[src/rtl/apb_rr_master_pkg.sv]
// Shared state encoding, width defaults and the round-robin pick helper for apb_rr_master.
package apb_rr_master_pkg;

  localparam int unsigned DEF_ADDR_W = 32;
  localparam int unsigned DEF_DATA_W = 32;
  localparam int unsigned MAX_REQ    = 8;
  localparam int unsigned MAX_IDX_W  = 3;

  typedef enum logic [1:0] {
    IDLE   = 2'd0,
    SETUP  = 2'd1,
    ACCESS = 2'd2
  } state_t;

  // One-hot grant for the first valid bit after 'last', wrapping modulo n (n <= MAX_REQ).
  function automatic logic [MAX_REQ-1:0] rr_pick(input logic [MAX_REQ-1:0]   valid,
                                                 input logic [MAX_IDX_W-1:0] last,
                                                 input int unsigned          n);
    logic [MAX_REQ-1:0]   grant;
    logic [MAX_IDX_W-1:0] idx;
    logic                 found;
    grant = '0;
    found = 1'b0;
    for (int unsigned k = 1; k <= MAX_REQ; k++) begin
      idx = MAX_IDX_W'((32'(last) + k) % n);
      if ((k <= n) && !found && valid[idx]) begin
        grant[idx] = 1'b1;
        found      = 1'b1;
      end
    end
    return grant;
  endfunction

endpackage

[src/rtl/apb_rr_master_arb.sv]
// Combinational round-robin arbiter: one-hot grant plus its encoded index.
module rr_arbiter
  import apb_rr_master_pkg::*;
#(
  parameter int unsigned NREQ = 4
) (
  input  logic [NREQ-1:0]         valid,
  input  logic [$clog2(NREQ)-1:0] last_grant,
  output logic [NREQ-1:0]         grant,
  output logic [$clog2(NREQ)-1:0] grant_idx
);

  localparam int unsigned IDX_W = $clog2(NREQ);

  always_comb begin
    grant     = NREQ'(rr_pick(MAX_REQ'(valid), MAX_IDX_W'(last_grant), NREQ));
    grant_idx = '0;
    for (int unsigned i = 0; i < NREQ; i++) begin
      if (grant[i]) grant_idx = IDX_W'(i);
    end
  end

endmodule

[src/rtl/apb_rr_master.sv]
// Round-robin APB master sharing one APB bus among NREQ requesters.
// Optional ACCESS-phase timeout abort enabled by defining APB_MASTER_TIMEOUT_EN.
module apb_rr_master
  import apb_rr_master_pkg::*;
#(
  parameter int unsigned NREQ           = 4,
  parameter int unsigned ADDR_W         = DEF_ADDR_W,
  parameter int unsigned DATA_W         = DEF_DATA_W,
  parameter int unsigned TIMEOUT_CYCLES = 16
) (
  input  logic                     clk,
  input  logic                     preset,
  input  logic [NREQ-1:0]          req_valid,
  output logic [NREQ-1:0]          req_ready,
  input  logic [NREQ-1:0]          req_write,
  input  logic [NREQ*ADDR_W-1:0]   req_addr,
  input  logic [NREQ*DATA_W-1:0]   req_wdata,
  output logic                     rsp_valid,
  output logic [$clog2(NREQ)-1:0]  rsp_id,
  output logic [DATA_W-1:0]        rsp_rdata,
  output logic                     rsp_err,
  output logic [ADDR_W-1:0]        paddr,
  output logic [DATA_W-1:0]        pwdata,
  output logic                     pwrite,
  output logic                     psel,
  output logic                     penable,
  input  logic                     pready,
  input  logic [DATA_W-1:0]        prdata
);

  localparam int unsigned IDX_W = $clog2(NREQ);

  state_t state, state_nxt;

  logic [IDX_W-1:0]  last_grant;
  logic [IDX_W-1:0]  cur_id;
  logic [NREQ-1:0]   grant;
  logic [IDX_W-1:0]  grant_idx;
  logic              accept;
  logic              done;
  logic              abort;

  logic [ADDR_W-1:0] sel_addr;
  logic [DATA_W-1:0] sel_wdata;
  logic              sel_write;

  logic              psel_nxt;
  logic              penable_nxt;
  logic              pwrite_nxt;
  logic [ADDR_W-1:0] paddr_nxt;
  logic [DATA_W-1:0] pwdata_nxt;
  logic              rsp_valid_nxt;
  logic [IDX_W-1:0]  rsp_id_nxt;
  logic [DATA_W-1:0] rsp_rdata_nxt;

  rr_arbiter #(
    .NREQ (NREQ)
  ) u_arb (
    .valid      (req_valid),
    .last_grant (last_grant),
    .grant      (grant),
    .grant_idx  (grant_idx)
  );

  assign req_ready = (state == IDLE) ? grant : '0;
  assign accept    = (state == IDLE) && (|grant);
  assign done      = (state == ACCESS) && pready;

  // Operand mux for the granted requester.
  always_comb begin
    sel_addr  = '0;
    sel_wdata = '0;
    sel_write = 1'b0;
    for (int unsigned i = 0; i < NREQ; i++) begin
      if (grant[i]) begin
        sel_addr  = req_addr[i*ADDR_W +: ADDR_W];
        sel_wdata = req_wdata[i*DATA_W +: DATA_W];
        sel_write = req_write[i];
      end
    end
  end

`ifdef APB_MASTER_TIMEOUT_EN
  localparam int unsigned CNT_W = $clog2(TIMEOUT_CYCLES + 1);

  logic [CNT_W-1:0] to_cnt;

  // A pready arriving on the timeout cycle still completes normally.
  assign abort = (state == ACCESS) && !pready && (to_cnt == CNT_W'(TIMEOUT_CYCLES));

  always_ff @(posedge clk) begin
    if (!preset) begin
      to_cnt <= '0;
    end else if (state == SETUP) begin
      to_cnt <= '0;
    end else if ((state == ACCESS) && !pready && (to_cnt != CNT_W'(TIMEOUT_CYCLES))) begin
      to_cnt <= to_cnt + CNT_W'(1);
    end
  end

  always_ff @(posedge clk) begin
    if (!preset) begin
      rsp_err <= 1'b0;
    end else if (done || abort) begin
      rsp_err <= abort;
    end
  end
`else
  logic unused_timeout;

  assign abort          = 1'b0;
  assign rsp_err        = 1'b0;
  assign unused_timeout = ^{1'b0, 32'(TIMEOUT_CYCLES)};
`endif

  always_ff @(posedge clk) begin
    if (!preset) state <= IDLE;
    else         state <= state_nxt;
  end

  always_comb begin
    state_nxt = state;
    case (state)
      IDLE:    if (accept) state_nxt = SETUP;
      SETUP:   state_nxt = ACCESS;
      ACCESS:  if (done || abort) state_nxt = IDLE;
      default: state_nxt = IDLE;
    endcase
  end

  always_comb begin
    psel_nxt      = psel;
    penable_nxt   = penable;
    pwrite_nxt    = pwrite;
    paddr_nxt     = paddr;
    pwdata_nxt    = pwdata;
    rsp_valid_nxt = 1'b0;
    rsp_id_nxt    = rsp_id;
    rsp_rdata_nxt = rsp_rdata;
    case (state)
      IDLE: begin
        if (accept) begin
          psel_nxt    = 1'b1;
          penable_nxt = 1'b0;
          paddr_nxt   = sel_addr;
          pwdata_nxt  = sel_wdata;
          pwrite_nxt  = sel_write;
        end
      end
      SETUP: penable_nxt = 1'b1;
      ACCESS: begin
        if (done || abort) begin
          psel_nxt      = 1'b0;
          penable_nxt   = 1'b0;
          rsp_valid_nxt = 1'b1;
          rsp_id_nxt    = cur_id;
          rsp_rdata_nxt = (done && !pwrite) ? prdata : '0;
        end
      end
      default: ;
    endcase
  end

  // Registered APB and response outputs; reset drops any transfer in flight.
  always_ff @(posedge clk) begin
    if (!preset) begin
      psel       <= 1'b0;
      penable    <= 1'b0;
      pwrite     <= 1'b0;
      paddr      <= '0;
      pwdata     <= '0;
      rsp_valid  <= 1'b0;
      rsp_id     <= '0;
      rsp_rdata  <= '0;
      cur_id     <= '0;
      last_grant <= IDX_W'(NREQ - 1);
    end else begin
      psel      <= psel_nxt;
      penable   <= penable_nxt;
      pwrite    <= pwrite_nxt;
      paddr     <= paddr_nxt;
      pwdata    <= pwdata_nxt;
      rsp_valid <= rsp_valid_nxt;
      rsp_id    <= rsp_id_nxt;
      rsp_rdata <= rsp_rdata_nxt;
      if (accept) cur_id <= grant_idx;
      if ((state == ACCESS) && (done || abort)) last_grant <= cur_id;
    end
  end

endmodule
[config.mk]
export PLATFORM = sky130hd
export DESIGN_NAME = apb_rr_master
export DESIGN_NICKNAME = d
export VERILOG_FILES = /design/src/rtl/apb_rr_master_pkg.sv /design/src/rtl/apb_rr_master_arb.sv /design/src/rtl/apb_rr_master.sv
export SDC_FILE = /design/constraint.sdc
export NUM_CORES = 1
export LEC_CHECK = 0
export ABC_AREA = 1
export ABC_CLOCK_PERIOD_IN_PS = 4000
export BUFFER_PORTS_ARGS = -buffer_cell sky130_fd_sc_hd__buf_2
export CAP_MARGIN = 30
export CORE_AREA = 2 2 156 158
export CTS_CLUSTER_DIAMETER = 100
export DETAILED_ROUTE_END_ITERATION = 16
export DIE_AREA = 0 0 158 160
export SYNTH_ARGS = -nofsm -noshare
export SYNTH_HDL_FRONTEND = slang
export SYNTH_SLANG_ARGS = --single-unit
[constraint.sdc]
create_clock -name clk -period 4 [get_ports clk]
set_input_delay 0.2 -clock clk [delete_from_list [all_inputs] [get_ports clk]]
set_output_delay 0.2 -clock clk [all_outputs]
set_load 0.01 [all_outputs]
==> results.txt <==
Die area - 0.0253 mm²
Final min period - 3.47 ns
Synth Net Count - 1646
DIE WIDTH - 158 µm
Ys Warns - 0
Setup Crit Path Kind - reg2reg
Routed Antenna Nets - 0
Die H - 160 µm
Initial core utilization - 30.9%
Fmax achieved - 288 MHz
Seq. cell area - 0.00216 mm²
Sequential area share after synthesis - 29.4%
Layout net count - 1989
Initial drt markers - 541
Worst-skew pair later-pin latency - 0.36 ns
Fin. Hold Viols - 0
Fill cells - 2735
EDFF count, synth - 0
DRT Pass-1 Iters - 6
Largest net degree at the start of global routing - 75
Overall Global Routing Usage - 21.9%
# IOs - 406
Flop2flop setup slack - 0.53 ns
First-pass GRT wire length - 44300 µm
PwrDens - 618 mW/mm²
Worst path cell trace - inv_1 -> ha_1 -> inv_1 -> nand3_2 -> nand2_4 -> nand2_4 -> nor2_4 -> nand2_1 -> nand3_4 -> nor2_4 -> nand2_1 -> nand2_4 -> buf_4 -> nor2_1 -> a21oi_1
Remaining DRCs - 0
Most common cell after layout, fill and taps aside - nand2_1
CTS Buf Count - 9
Sink Count - 108
Cells after Synth - 1339
Worst Path Max Fanout - 60
Max Cap Viol - 0
Pins over their slew limit - 0
Post-Route WL - 29000 µm
Crit-path max cell delay - 0.51 ns
CP startpoint kind - flop
Max VDD drop - 426 µV
Synth unique cells - 24
CTS tree - built
Area of the multi-input gates - 0.00443 mm²
Slew @ Worst Pin - 0.779 ns
Critical Path Sink Type - flop
Leak pwr - 5.83 nW
Post-DR vias/cell - 4.59
Relative slew slack - 48.0%
Hold_buf cts - 0
Final setup fails - 0
Run status - completed
Post-synth top flop - dfxtp_1
Fin crit share - 86.7%
Port bufs - 404
Worst-path clk slew - 0.09 ns
Initial antenna violation count - 3
Worst path most repeated cell - nand2_4
Vias in the first global route - 8833
Root Driver - clkbuf_16
HPWL after DPL - 20500 µm
GP Congestion - 0.872
Fin Hold WS - 0.0533 ns
Final setup TNS - 0 ns
Clk buf depth - 2
Share of layout cells above drive strength 1 - 27.3%
CP Data Arrival Time - 3.74 ns
#FFs+latches synth - 108
Post-CTS Resized - 0
Drt wl/cell - 14.4 µm
CORE AREA - 0.0238 mm²
Clk_skew - 0.0135 ns
DR vias - 9251
Std cell rows - 57
Area growth syn-to-layout - 33.8%
Commonest non-fill, non-tap cells in the layout - nand2_1, buf_2, nand3_1
Congestion Overflow GR - 0
Avg Cell Area, Syn - 5.50 µm²
Ys async rst share - 0%
Required @ worst endpoint - 4.28 ns
Htree depth - 3
Netlist Area Pre-Place - 0.00736 mm²
Hold Path Class - in2reg
Slowest-stage cell, CP - buf_4
Buffers inserted by post-CTS timing repair - 0
RSZ-0062 raised after global routing - false
[cell families after synthesis]
group | share of synthesized area (%)
flops | 29.4
fa+ha+maj | 1.36
compound gates | 5.24
other cells | 0.0510
buf+inv | 10.8
simple gates | 53.2
[cell type report]
cell class / instances / area share, %
diodes: 3 / 0.0762
inverters: 88 / 3.35
well taps: 324 / 4.12
flip-flops and latches: 108 / 22.0
clock buffers: 9 / 2.29
multi-input cells: 1052 / 44.9
repair buffers: 423 / 22.3
clock inverters: 7 / 0.927
[state kept, by name, indices dropped and copies added (netlist names)]
name / cells
penable: 1
rsp_valid: 1
pwdata: 32
psel: 1
last_grant: 2
pwrite: 1
state: 2
paddr: 32
rsp_id: 2
cur_id: 2
rsp_rdata: 32
[layer usage]
layer / vias up / GRT usage (%) / part of all wire, %
met5: - / 0 / 0
met4: 0 / 6.88 / 2.5
met3: 42 / 5.13 / 7.5
met2: 319 / 38.1 / 47
met1: 4113 / 26.4 / 43
li1: 4777 / - / -
[critical path, delay by kind of cell, from the launching register on]
family | cells | cell delay (ns)
adder cells (fa/ha/maj) | 1 | 0.40
AND/OR/NAND/NOR | 10 | 1.48
AO/OA/AOI/OAI | 1 | 0.17
flip-flops | 1 | 0.49
buffers and inverters | 3 | 0.83
[power by group]
part,internal (mW),switching (mW)
Clock,0.455,0.506
Sequential,1.36,0.143
Combinational,1.21,2.40
Total,3.03,3.05
[Yosys cell counts (3+ instances only)]
cell,number,area share (%)
buf_4,5,0.51
buf_1,8,0.41
buf_6,7,1.1
nand2_1,657,34
nor2_1,147,7.5
buf_2,41,2.8
clkbuf_1,30,1.5
ha_1,8,1.4
nor2_4,3,0.46
a21oi_1,72,4.9
inv_1,84,4.3
dfxtp_1,108,29
nand3_2,3,0.41
inv_2,4,0.20
nand3_1,149,10
[through the flow]
| step | setup WS [ns] | instance area [µm²] | total power, mW | instances | utilization, % |
|---|---|---|---|---|---|
| 5_1_grt | 0.199 | 9850 | 6.73 | 2014 | 41.3 |
| 3_5_place_dp | 0.558 | 9520 | 5.17 | 1995 | 40.0 |
| 6_report | 0.534 | 9850 | 6.08 | 2014 | 41.3 |
| 4_1_cts | 0.533 | 9840 | 6.17 | 2011 | 41.3 |
| 3_3_place_gp | 0.687 | 9510 | 5.11 | 1994 | 39.9 |
| 2_1_floorplan | 1.50 | 7360 | 4.15 | 1339 | - |
[final timing paths]
path                                   start                         end  depth (start not counted)
setup / recovery  last_grant[1]$_SDFFE_PN1P_     pwdata[26]$_SDFFE_PN0P_                         15
hold / removal                    prdata[16]  rsp_rdata[16]$_SDFFE_PN0P_                          3
setup reg to reg  last_grant[1]$_SDFFE_PN1P_     pwdata[26]$_SDFFE_PN0P_                         15
hold reg to reg    rsp_rdata[6]$_SDFFE_PN0P_   rsp_rdata[6]$_SDFFE_PN0P_                          2
Power figures use the tool's default switching activity.
